[src/rtl/enc_pkg.sv]
// Shared definitions for the encoder pipeline sequencer and its datapath.
package enc_pkg;

    typedef enum logic [2:0] {
        ST_IDLE   = 3'd0,
        ST_START  = 3'd1,
        ST_WAIT   = 3'd2,
        ST_ACT    = 3'd3,
        ST_LAMBDA = 3'd4,
        ST_FINISH = 3'd5,
        ST_ERR    = 3'd6
    } enc_state_t;

    // act_sel encoding seen by the activation unit
    localparam logic ACT_SOFTPLUS = 1'b0;
    localparam logic ACT_SIGMOID  = 1'b1;

    // Default pipeline shape and phase lengths (cycles)
    localparam int ENC_N_STAGE      = 4;
    localparam int ENC_CNT_W        = 7;
    localparam int ENC_ACT_CC       = 3;
    localparam int ENC_LAMBDA_CC    = 8;
    localparam int ENC_LAMBDA_AFTER = 1;
    localparam int ENC_TIMEOUT_CC   = 64;

endpackage

[src/rtl/enc_phase_timer.sv]
// Loadable down-counter with terminal-count flag. One instance is shared by
// the WAIT (watchdog), ACT and LAMBDA phases; the FSM loads length-1 on phase
// entry and leaves the phase in the cycle where tc is high.
module enc_phase_timer
    import enc_pkg::*;
#(
    parameter int CNT_W = ENC_CNT_W
) (
    input  logic             clk,
    input  logic             reset_n,
    input  logic             clr,
    input  logic             load,
    input  logic [CNT_W-1:0] load_val,
    output logic             tc
);

    logic [CNT_W-1:0] cnt_q;

    // Count down to zero and stop there; load and clear take priority.
    always_ff @(posedge clk or negedge reset_n) begin
        if (!reset_n) begin
            cnt_q <= '0;
        end else if (clr) begin
            cnt_q <= '0;
        end else if (load) begin
            cnt_q <= load_val;
        end else if (cnt_q != '0) begin
            cnt_q <= cnt_q - CNT_W'(1);
        end
    end

    assign tc = (cnt_q == '0);

endmodule

[src/rtl/enc_sequencer.sv]
// Handshake sequencer for the four-layer encoder: start pulse per layer,
// wait for done (with watchdog), activation window, optional lambda window.
//
//   state     | meaning
//   ----------+---------------------------------------------------------
//   IDLE      | after reset, waiting for run
//   START     | one-cycle stage_start[idx] pulse
//   WAIT      | waiting for stage_done[idx]; watchdog running
//   ACT       | activation window (sigmoid on the last layer)
//   LAMBDA    | reparameterisation window after layer LAMBDA_AFTER
//   FINISH    | inference complete, done_flag held until next run
//   ERR       | watchdog fired, err_timeout held until next run
module enc_sequencer
    import enc_pkg::*;
#(
    parameter int N_STAGE      = ENC_N_STAGE,
    parameter int CNT_W        = ENC_CNT_W,
    parameter int ACT_CC       = ENC_ACT_CC,
    parameter int LAMBDA_CC    = ENC_LAMBDA_CC,
    parameter int LAMBDA_AFTER = ENC_LAMBDA_AFTER,
    parameter int TIMEOUT_CC   = ENC_TIMEOUT_CC
) (
    input  logic               clk,
    input  logic               reset_n,
    input  logic               run,
    input  logic [N_STAGE-1:0] stage_done,
    output logic [N_STAGE-1:0] stage_start,
    output logic               act_en,
    output logic               act_sel,
    output logic               lambda_en,
    output logic               busy,
    output logic               done_flag,
    output logic               err_timeout,
    output logic [2:0]         debug_state,
    output logic [CNT_W-1:0]   debug_cc
);

    localparam int IDX_W = (N_STAGE > 1) ? $clog2(N_STAGE) : 1;
    localparam logic [IDX_W-1:0] LAST_IDX   = IDX_W'(N_STAGE - 1);
    localparam logic [IDX_W-1:0] LAMBDA_IDX = IDX_W'(LAMBDA_AFTER);
    localparam logic [CNT_W-1:0] WAIT_LD    = CNT_W'(TIMEOUT_CC - 1);
    localparam logic [CNT_W-1:0] ACT_LD     = CNT_W'(ACT_CC - 1);
    localparam logic [CNT_W-1:0] LAMBDA_LD  = CNT_W'(LAMBDA_CC - 1);

    enc_state_t       state_q, state_d;
    logic [IDX_W-1:0] idx_q, idx_d;
    logic [CNT_W-1:0] cc_q, cc_d;

    logic             tmr_clr, tmr_load, tmr_tc;
    logic [CNT_W-1:0] tmr_val;

    logic [N_STAGE-1:0] start_d;
    logic               act_en_d, act_sel_d, lambda_en_d;
    logic               busy_d, done_d, err_d;

    enc_phase_timer #(.CNT_W(CNT_W)) u_timer (
        .clk      (clk),
        .reset_n  (reset_n),
        .clr      (tmr_clr),
        .load     (tmr_load),
        .load_val (tmr_val),
        .tc       (tmr_tc)
    );

    // State, stage index and phase counter registers.
    always_ff @(posedge clk or negedge reset_n) begin
        if (!reset_n) begin
            state_q <= ST_IDLE;
            idx_q   <= '0;
            cc_q    <= '0;
        end else begin
            state_q <= state_d;
            idx_q   <= idx_d;
            cc_q    <= cc_d;
        end
    end

    // Next state, timer control and next values of the registered outputs.
    always_comb begin
        state_d     = state_q;
        idx_d       = idx_q;
        cc_d        = cc_q;
        tmr_clr     = 1'b0;
        tmr_load    = 1'b0;
        tmr_val     = '0;
        start_d     = '0;
        act_en_d    = 1'b0;
        act_sel_d   = ACT_SOFTPLUS;
        lambda_en_d = 1'b0;
        busy_d      = 1'b0;
        done_d      = 1'b0;
        err_d       = 1'b0;

        case (state_q)
            ST_IDLE, ST_FINISH, ST_ERR: begin
                if (run) begin
                    state_d = ST_START;
                    idx_d   = '0;
                end
            end
            ST_START: begin
                state_d = ST_WAIT;
            end
            ST_WAIT: begin
                // done is checked first so it wins over a coincident timeout
                if (stage_done[idx_q]) begin
                    state_d = ST_ACT;
                end else if (tmr_tc) begin
                    state_d = ST_ERR;
                end
            end
            ST_ACT: begin
                if (tmr_tc) begin
                    if (idx_q == LAMBDA_IDX) begin
                        state_d = ST_LAMBDA;
                    end else if (idx_q == LAST_IDX) begin
                        state_d = ST_FINISH;
                    end else begin
                        state_d = ST_START;
                        idx_d   = idx_q + IDX_W'(1);
                    end
                end
            end
            ST_LAMBDA: begin
                if (tmr_tc) begin
                    if (idx_q == LAST_IDX) begin
                        state_d = ST_FINISH;
                    end else begin
                        state_d = ST_START;
                        idx_d   = idx_q + IDX_W'(1);
                    end
                end
            end
            default: begin
                state_d = ST_IDLE;
                idx_d   = '0;
            end
        endcase

        // Phase counter restarts on every state change and saturates.
        if (state_d != state_q) begin
            cc_d = '0;
        end else if (state_q == ST_WAIT || state_q == ST_ACT || state_q == ST_LAMBDA) begin
            cc_d = (cc_q == '1) ? cc_q : cc_q + CNT_W'(1);
        end

        if (state_d != state_q) begin
            case (state_d)
                ST_WAIT: begin
                    tmr_load = 1'b1;
                    tmr_val  = WAIT_LD;
                end
                ST_ACT: begin
                    tmr_load = 1'b1;
                    tmr_val  = ACT_LD;
                end
                ST_LAMBDA: begin
                    tmr_load = 1'b1;
                    tmr_val  = LAMBDA_LD;
                end
                ST_IDLE, ST_FINISH, ST_ERR: begin
                    tmr_clr = 1'b1;
                end
                default: begin
                    tmr_load = 1'b0;
                end
            endcase
        end

        if (state_d == ST_START) begin
            start_d[idx_d] = 1'b1;
        end
        act_en_d    = (state_d == ST_ACT);
        act_sel_d   = (state_d == ST_ACT && idx_d == LAST_IDX) ? ACT_SIGMOID : ACT_SOFTPLUS;
        lambda_en_d = (state_d == ST_LAMBDA);
        busy_d      = (state_d == ST_START) || (state_d == ST_WAIT) ||
                      (state_d == ST_ACT)   || (state_d == ST_LAMBDA);
        done_d      = (state_d == ST_FINISH);
        err_d       = (state_d == ST_ERR);
    end

    // Output registers, loaded from the next-state decode so they line up with state_q.
    always_ff @(posedge clk or negedge reset_n) begin
        if (!reset_n) begin
            stage_start <= '0;
            act_en      <= 1'b0;
            act_sel     <= ACT_SOFTPLUS;
            lambda_en   <= 1'b0;
            busy        <= 1'b0;
            done_flag   <= 1'b0;
            err_timeout <= 1'b0;
        end else begin
            stage_start <= start_d;
            act_en      <= act_en_d;
            act_sel     <= act_sel_d;
            lambda_en   <= lambda_en_d;
            busy        <= busy_d;
            done_flag   <= done_d;
            err_timeout <= err_d;
        end
    end

    assign debug_state = state_q;
    assign debug_cc    = cc_q;

endmodule

[config.mk]
export PLATFORM = sky130hd
export DESIGN_NAME = enc_sequencer
export DESIGN_NICKNAME = d
export VERILOG_FILES = /design/src/rtl/enc_pkg.sv /design/src/rtl/enc_phase_timer.sv /design/src/rtl/enc_sequencer.sv
export SDC_FILE = /design/constraint.sdc
export NUM_CORES = 1
export LEC_CHECK = 0
export BUFFER_PORTS_ARGS = -buffer_cell sky130_fd_sc_hd__buf_2
export CAP_MARGIN = 15
export CELL_PAD_IN_SITES_DETAIL_PLACEMENT = 0
export CELL_PAD_IN_SITES_GLOBAL_PLACEMENT = 1
export CORE_MARGIN = 4
export CORE_UTILIZATION = 43
export DETAILED_ROUTE_END_ITERATION = 10
export PLACE_DENSITY_LB_ADDON = 0.1
export SLEW_MARGIN = 5
export SYNTH_ARGS = -nofsm -noshare
export SYNTH_HDL_FRONTEND = slang
export SYNTH_SLANG_ARGS = --single-unit
[constraint.sdc]
create_clock -name clk -period 2.9 [get_ports clk]
set_input_delay 0.58 -clock clk [delete_from_list [all_inputs] [get_ports clk]]
set_output_delay 0.58 -clock clk [all_outputs]
set_load 0.01 [all_outputs]
==> results of run 1 <==
==> stage by stage <==
step                      utilization (%)  total power (µW)
final                               52.59              2337
after global routing                52.59              2529
after CTS                           52.59              2350
after detailed placement            50.40              2028
after global placement              50.40              2009
after floorplan                         -              1758
==> placed cells by master (no fill, tap or decap), types with 6 or more instances in the layout <==
master,n
inv_1,6
dfrtp_1,29
nand4_1,6
nor3_1,6
nand2_1,12
buf_2,26
xnor2_1,6
nor2_1,19
o21ai_0,10
==> how the worst max path moves through the flow <==
stage / to / slack [ns] / cells past startpoint
finish: u_timer.cnt_q[2] / 0.47 / 8
detailed placement: u_timer.cnt_q[3] / 0.47 / 8
global route: act_sel / 0.32 / 8
CTS: u_timer.cnt_q[2] / 0.47 / 8
floorplan: u_timer.cnt_q[2] / 0.73 / 8
global placement: u_timer.cnt_q[3] / 0.46 / 8
==> critical path: stages, from the launching register on <==
cell,delay (ns)
dfrtp_1,0.39
inv_1,0.10
ha_1,0.25
or3b_1,0.44
nor2_4,0.22
a221oi_2,0.12
a211o_1,0.34
o21a_4,0.24
o32ai_2,0.24
==> per-layer routing <==
| metal | GRT usage (%) | vias up | part of all wire [%] |
|---|---|---|---|
| met3 | 3.927 | 5 | 3.6 |
| met2 | 24.90 | 29 | 46 |
| met4 | 6.472 | 0 | 1.5 |
| li1 | - | 679 | - |
| met1 | 23.50 | 693 | 49 |
| met5 | 0 | - | 0 |
==> sequential cells by signal (all words and copies together) (netlist names) <==
name and count:
act_sel 1, lambda_en 1, debug_state 3, busy 1
idx_q 2, u_timer.cnt_q 7, debug_cc 7, err_timeout 1
stage_start 4, act_en 1, done_flag 1
==> power groups by stage <==
stage	registers [µW]	clock network [µW]	logic, µW
6_report	675	305	1360
5_1_grt	697	345	1490
4_1_cts	672	318	1360
3_3_place_gp	674	0	1330
2_1_floorplan	650	0	1110
3_5_place_dp	676	0	1350
==> cells by family (layout without fill, tap and decap cells) <==
| kind of cell | after synthesis | after routing |
|---|---|---|
| adders and majority gates | 2 | 2 |
| buffers and inverters | 14 | 44 |
| and+or+nand+nor | 74 | 74 |
| DFF | 29 | 29 |
| xor gates and xnor gates | 10 | 10 |
| AOI/OAI and AO/OA | 39 | 39 |
| muxes | 3 | 3 |
==> area by class of cell <==
cell class | count | area [µm²] | share of cell area (%)
multi-input combinational | 128 | 939.7 | 47.38
clock buffer | 6 | 72.57 | 3.659
tap | 48 | 60.06 | 3.028
inverter | 8 | 30.03 | 1.514
clock inverter | 2 | 10.01 | 0.5047
timing repair buffer | 28 | 145.1 | 7.319
sequential | 29 | 725.7 | 36.59
==> impl_metrics.toml, run 1 <==
[run_status]
outcome = "finished, final reports clean"

[cells_and_area]
fin_area_um2 = 1983
area_delta_synth_final_pct = 14.61
fin_cells = 249
n_antenna_cell = 0
fillCellCount = 345
nNetsFinal = 209
final_layout_size_suffix_gt1_share_pct = 28.36

[yosys]
synth_compound_area_share_pct = 20.10
synth_top_area_share_pct = 41.94
synth_edf_count = 0
synthSimpleGateAreaFrac_pct = 25.23
synth_cell_types = 58
synth-seq-cells = 29
synth_flop_cell = "dfrtp_1"
async_flop_share_pct = 100.0
ys_top_cells_by_area = "dfrtp_1, nor2_1, xnor2_1"
synth_xor_xnor_area_share_pct = 5.061
ys_top_cells_by_count = "dfrtp_1, nor2_1, nand2_1, o21ai_0"
synth_most_common_cell = "dfrtp_1"
seq_area_frac_synth_pct = 41.94
synthesis.area_um2 = 1730
yosys.area_share.adder_pct = 1.446
syn_avg_cell_area_um2 = 10.12
yosys.area.top_type = "dfrtp_1"
muxShareOfSynthArea_pct = 2.458
syn-num-nets = 180
syn_inst = 171
synth_top_family_by_area = "simple AND/OR/NAND/NOR gates"
yosysWarnings = 0

[clocking]
cts_tree = "done"
cts_root_buf = "clkbuf_8"
clock_sink_count = 29
clk_pin_slew_worst_paths_ns = 0.06
post_cts_buffers = 0
cts_buffer_depth = 2
cts_max_level = 2
numCtsBuffers = 5
cts.repair.resized = 0
clock_latency_ns = 0.28
holdBufCountCts = 0

[sta]
finalSetupViolations = 0
period_share_pct = 83.77
skew_ns = 0.007236
fin_ws_ns = 0.4708
setup_tns_ns = 0
fin_hold_ws_ns = 0.3210
min_period_ns = 2.429
hold_viol = 0
maxSlewViolCount = 0
max_slew_margin_pct = 57.94
rsz0062_at_grt = "false"
fmax_ghz = 0.4117
worstMarginPinSlew_ns = 0.6309

[setup_path]
critPathRequiredTime_ns = 3.08
r2r_slack_ns = 0.47
reg2reg_depth = 8
crit_start = "u_timer.cnt_q[0]"
cp-end-kind = "register"
crit_type = "reg -> reg"
worstSetupStartpointType = "register"
regToRegStartpoint = "u_timer.cnt_q[0]"
cp.arrival_ns = 2.61
worst-path-max-fanout = 5
reg2reg_to = "u_timer.cnt_q[2]"

[place]
dp.cells = 241
dpl.hpwl_um = 2890
place_area_um2 = 1901
gp_congestion = 0.8575
dp_slack_ns = 0.4652
io_buffers = 26

[routing]
detail-route-antenna-nets = 0
drc_errors = 0
routedWlPerCell_um = 15.48
drt_first_pass_iters = 4
routed_wirelength_um = 3855
drt_iter0_drc = 161
via_count = 1406
routed_via_density = 5.647

[die]
die_area_um2 = 5103
die_y_um = 71.44
rows = 22
ios = 27
core_um2 = 3771
start_util_pct = 45.89
die_x_um = 71.44

[power]
swShare_pct = 45.77
p_leak_uw = 0.0008959
p_comb_share_pct = 58.0
intPower_uw = 1267
power_frac_clock_pct = 13.1
p_sw_uw = 1070
vdd_ir_drop_max_mv = 0.4809
power_density_nw_per_um2 = 1178
share_seq_of_total_power_pct = 28.9

[grt]
antenna_found_initial = 0
grt_usage_pct = 16.72
grt_pass1_wl_um = 6727
grt_max_degree = 30
grt_overflow = 0
grt_pass1_vias = 1347

[worst_hold_path]
hold_path.class = "in -> async"

[flow_run]
cap_violations = 0
Power figures use the tool's default switching activity.
==> inputs of run 2 (changes only) <==
Clock period 2.9 ns to 2.4 ns, I/O delays scaled along.
==> run 2 against run 1 <==
Largest cell class unchanged. Clock-buffer cell count unchanged. Critical path depth is the same. Routed wire length rose by 2.4%. First-iteration DRC count decreased by 37%. Die area unchanged. Highest routed layer unchanged. Worst hold slack lost 0.098 ns. Non-clock buffer count up 14. Combinational power increased by 40%. Worst setup slack worse by 0.37 ns. Sequential cell count stayed put. Core utilization is 3.9 points higher. Register-to-register slack got worse by 0.37 ns.
==> impl_metrics.toml, run 2 (synthesis results as in run 1) <==
[routing]
met3_length_um = 205
routed-wl-met2_um = 1865
routed_wirelength_um = 3947
drt_iter0_drc = 102
detail-route-antenna-nets = 0
top_layer_used = "met4"
routed_via_density = 5.559
drt_first_pass_iters = 5
via_count = 1462
drc_errors = 0
routedWlPerCell_um = 15.01
met1Wirelength_um = 1848

[sta]
min_period_ns = 2.297
hold_viol = 0
max_slew_margin_pct = 58.35
period_share_pct = 95.70
fmax_ghz = 0.4354
skew_ns = 0.006462
maxSlewViolCount = 0
setup_tns_ns = 0
rsz0062_at_grt = "false"
finalSetupViolations = 0
worstMarginPinSlew_ns = 0.6248

[cells_and_area]
n_antenna_cell = 0
final_layout_size_suffix_gt1_share_pct = 34.88
fin_cells = 263
final_common_cell = "dfrtp_1"
nNetsFinal = 223
area_delta_synth_final_pct = 23.21
fillCellCount = 335
layout_common_cells = "dfrtp_1, buf_2, nor2_1"

[clocking]
clk_pin_slew_worst_paths_ns = 0.07
cts_tree = "done"
cts_buffer_depth = 2
clock_sink_count = 29
numCtsBuffers = 5
cts_max_level = 2
holdBufCountCts = 0
cts_root_buf = "clkbuf_8"
clock_latency_ns = 0.27

[place]
io_buffers = 26
dpl.hpwl_um = 2985
gp_congestion = 0.9042
dp.cells = 251

[grt]
grt_usage_pct = 16.69
grt_overflow = 0
grt_max_degree = 30
grt_pass1_vias = 1479
antenna_found_initial = 0
grt_pass1_wl_um = 6934

[setup_path]
worstSetupStartpointType = "register"
cp.arrival_ns = 2.44
cp-end-kind = "register"
cpPeakStageDelay_ns = 0.40
critPathRequiredTime_ns = 2.54
crit_type = "reg -> reg"
crit_slowest_cell = "dfrtp_1"
r2r_slack_ns = 0.10
path_cells = "inv_1 -> ha_2 -> nor3b_4 -> nand2_2 -> a21oi_1 -> nor2_2 -> xnor2_1 -> o32ai_2"
worst-path-max-fanout = 7

[die]
core_um2 = 3771
rows = 22
die_y_um = 71.44
die_x_um = 71.44
ios = 27
start_util_pct = 45.89
die_area_um2 = 5103

[power]
power_density_nw_per_um2 = 1505
vdd_ir_drop_max_mv = 0.9497
p_leak_uw = 0.0009765

[worst_hold_path]
hold_path.class = "in -> async"

[run_status]
outcome = "finished, final reports clean"

[flow_run]
cap_violations = 0
run 2: changes by cell type in the layout (fill, tap and decap cells not counted):
cell / change
and2_1: -1
and2_2: +1
buf_4: +14
bufinv_16: +1
clkbuf_1: -1
clkbuf_8: +1
clkinv_2: -2
clkinvlp_4: +1
ha_1: -1
ha_2: +1
or3b_1: -1
or3b_4: +1
run 2: per-stage QoR:
stage	cell area, µm²	util [%]	setup WS (ns)	total power [µW]	hold WS, ns
finish	2132	56.54	0.1032	3208	0.2234
floorplan	1730	-	0.2302	2124	0.1844
detailed placement	1976	52.39	0.04177	2580	0.5354
global route	2132	56.54	0.01819	3465	0.2583
CTS	2096	55.57	0.03333	3115	0.2378
global placement	1976	52.39	0.09603	2563	0.5239
run 2: worst max-delay path: cells and delay by family (launching register included):
| kind | cells | cell delay, ns |
|---|---|---|
| compound gates | 2 | 0.43 |
| simple gates | 3 | 0.68 |
| buf+inv | 1 | 0.10 |
| xor+xnor | 1 | 0.31 |
| fa+ha+maj | 1 | 0.23 |
| flops | 1 | 0.40 |
run 2: worst paths after layout:
kind,from,endpoint,depth (start not counted)
min reg2reg,debug_cc[6],debug_cc[6],2
max,u_timer.cnt_q[0],u_timer.cnt_q[2],8
min in group clk,debug_cc[6],debug_cc[6],2
max in group asynchronous,reset_n,debug_cc[4],1
max reg2reg,u_timer.cnt_q[0],u_timer.cnt_q[2],8
min,reset_n,debug_state[0],1
run 2: area by class of cell:
type,instances,area (µm²),share of cell area [%]
clock inverter,2,37.54,1.761
multi-input combinational,128,945.9,44.37
inverter,8,30.03,1.408
timing repair buffer,42,250.2,11.74
sequential,29,725.7,34.04
tap,48,60.06,2.817
clock buffer,6,82.58,3.873
run 2: what timing repair did:
| item | CTS | global route |
|---|---|---|
| setup endpoints to repair | 0 | 16 |
| setup buffers | 0 | 4 |
| gates resized for setup | 0 | 3 |
run 2: per-layer routing:
layer / vias to the layer above / track usage, %
met5: - / 0
met4: 0 / 3.758
met3: 6 / 3.647
met2: 41 / 27.35
met1: 716 / 22.61
li1: 699 / -
run 2: power breakdown:
group	total, µW	switching, µW	internal [µW]
logic	1910	1020	888
registers	779	145	634
clock network	517	180	337
total	3210	1350	1860
==> inputs of run 3 (changes only) <==
Settings changed: SYNTH_HIERARCHICAL set to 1.
==> run 3 against run 2 <==
The flow now finishes with violations (negative setup slack). Final cell count increased by 19%. Register-to-register slack got worse by 0.54 ns. Via count increased by 23%. Core utilization increased by 11 points. Sequential cell count unchanged. Critical path type unchanged. Largest cell class unchanged.
==> impl_metrics.toml, run 3 <==
[run_status]
outcome = "finished with violations"
violations = "negative setup slack"

[clocking]
cts_tree = "done"
holdBufCountCts = 0
clock_latency_ns = 0.28
clock_sink_count = 29
numCtsBuffers = 5
cts_max_level = 2
clk_pin_slew_worst_paths_ns = 0.06
cts_root_buf = "clkbuf_8"
cts_buffer_depth = 2

[grt]
grt_overflow = 0
grt_usage_pct = 19.94
grt_pass1_vias = 1669
grt_pass1_wl_um = 8155
grt_max_degree = 30
antenna_found_initial = 0

[cells_and_area]
fin_cells = 314
final_common_cell = "buf_4"
n_antenna_cell = 0
nNetsFinal = 273
fillCellCount = 316
multi_input_area_um2 = 1144
layout_common_cells = "buf_4, dfrtp_1, buf_2"
fin_util_pct = 67.13
fin_area_um2 = 2685
final-seq-area_um2 = 725.7
area_delta_synth_final_pct = 51.23
final_layout_size_suffix_gt1_share_pct = 46.97

[setup_path]
cp-end-kind = "register"
critPathRequiredTime_ns = 2.56
cp.arrival_ns = 3.00
worstSetupStartpointType = "register"
worst-path-max-fanout = 8
crit_type = "reg -> reg"

[routing]
drc_errors = 0
routed_wirelength_um = 5262
via_count = 1793
detail-route-antenna-nets = 0
drt_iter0_drc = 134
drt_first_pass_iters = 6
routed_via_density = 5.710
routedWlPerCell_um = 16.76

[die]
core_um2 = 4000
rows = 23
die_area_um2 = 5221
start_util_pct = 44.39
die_x_um = 72.26
ios = 27
die_y_um = 72.26

[yosys]
synth_most_common_cell = "dfrtp_1"
synth_cell_types = 61
synth_top_family_by_area = "simple AND/OR/NAND/NOR gates"
syn_inst = 183
ys_top_cells_by_area = "dfrtp_1, xor2_1, nand2b_1"
synth_flop_cell = "dfrtp_1"
async_flop_share_pct = 100.0
synthSimpleGateAreaFrac_pct = 24.81
yosysWarnings = 6
seq_area_frac_synth_pct = 40.87
syn-num-nets = 193
muxShareOfSynthArea_pct = 2.960
synthesis.area_um2 = 1775
yosys.area_share.adder_pct = 2.114
synth_compound_area_share_pct = 19.87
synth_edf_count = 0
yosys.area.top_type = "dfrtp_1"
ys_top_cells_by_count = "dfrtp_1, inv_1, nor3_1"
synth_xor_xnor_area_share_pct = 3.453
syn_avg_cell_area_um2 = 9.702
synth-seq-cells = 29
synth_top_area_share_pct = 40.87

[sta]
fin_ws_ns = -0.4406
min_period_ns = 2.841
fmax_ghz = 0.3520
setup_tns_ns = -3.196
worstMarginPinSlew_ns = 0.6439
max_slew_margin_pct = 57.07
finalSetupViolations = 12
hold_viol = 0
skew_ns = 0.004580
maxSlewViolCount = 0
rsz0062_at_grt = "true"
period_share_pct = 118.4

[flow_run]
cap_violations = 0

[power]
power_density_nw_per_um2 = 1112
p_leak_uw = 0.001201
vdd_ir_drop_max_mv = 0.6428

[place]
dpl.hpwl_um = 3499
dp.cells = 295
place_area_um2 = 2278
io_buffers = 26
gp_congestion = 0.8980

[worst_hold_path]
hold_path.class = "in -> async"
==> run 3: cell count changes after synthesis, sizes merged, moves of 4 or more <==
cell | previous run | this run
nor2 | 21 | 8
nor4 | 0 | 8
inv | 8 | 12
nand4 | 6 | 0
nand2 | 14 | 5
xnor2 | 6 | 1
a211oi | 0 | 4
==> run 3: per-layer routing <==
layer | wire (µm) | track usage [%] | vias up
li1 | - | - | 845
met1 | 2282 | 26.21 | 887
met2 | 2662 | 32.76 | 51
met3 | 233 | 3.601 | 10
met4 | 84 | 7.307 | 0
met5 | 0 | 0 | -
==> run 3: report_power, final <==
group / leakage, µW / switching, µW / internal [µW]
Clock: 0.0000585 / 183 / 338
Sequential: 0.000362 / 147 / 638
Combinational: 0.000781 / 840 / 840
==> run 3: through the flow <==
step                hold WS [ns]  power [µW]  setup WS (ns)
finish                    0.2254        2986        -0.4406
global route              0.2794        3181        -0.5498
CTS                       0.2485        2851        -0.4257
detailed placement        0.5421        2168        -0.5140
global placement          0.5372        2121        -0.4208
floorplan                 0.1844        1606        -0.5551
==> run 3: kinds of logic (layout without fill, tap and decap cells) <==
kind of cell    after synthesis  after routing
simple gates                 70             70
flops                        29             29
xor+xnor                      7              7
compound gates               47             47
mux                           4              4
fa+ha+maj                     3              3
other cells                   1              1
buf+inv                      22            103
==> run 3: final cells by class <==
cell class | count | share of cell area, %
multi-input cells | 132 | 42.59
flip-flops and latches | 29 | 27.03
repair buffers | 83 | 21.76
clock buffers | 7 | 3.215
well taps | 50 | 2.330
inverters | 12 | 1.957
clock inverters | 1 | 1.118
==> run 3: timing repair <==
action | 4_1_cts | 5_1_grt
buffers inserted | 10 | 6
pin swaps | 6 | 7
endpoints found under the setup margin | 24 | 27
gates resized for setup | 18 | 22
==> run 3: worst max-delay path, stage by stage (launching register included) <==
cell and delay [ns]:
dfrtp_1 0.38, or4_4 0.54, or2_4 0.29, inv_6 0.09
nand4b_1 0.14, o211a_1 0.18, a2111o_1 0.39, mux2i_1 0.14
buf_4 0.19, nor2_4 0.06, a221o_1 0.30
==> run 3: final timing paths <==
| path | endpoint | start | cells after the start | slack (ns) |
|---|---|---|---|---|
| max in group asynchronous | stage_start[1] | reset_n | 1 | 1.75 |
| setup reg to reg | u_timer/cnt_q[1] | u_timer/cnt_q[5] | 10 | -0.44 |
| min in group clk | debug_cc[6] | debug_cc[6] | 2 | 0.58 |
| hold / removal | debug_cc[5] | reset_n | 1 | 0.23 |
| setup / recovery | u_timer/cnt_q[1] | u_timer/cnt_q[5] | 10 | -0.44 |
| hold reg to reg | debug_cc[6] | debug_cc[6] | 2 | 0.58 |
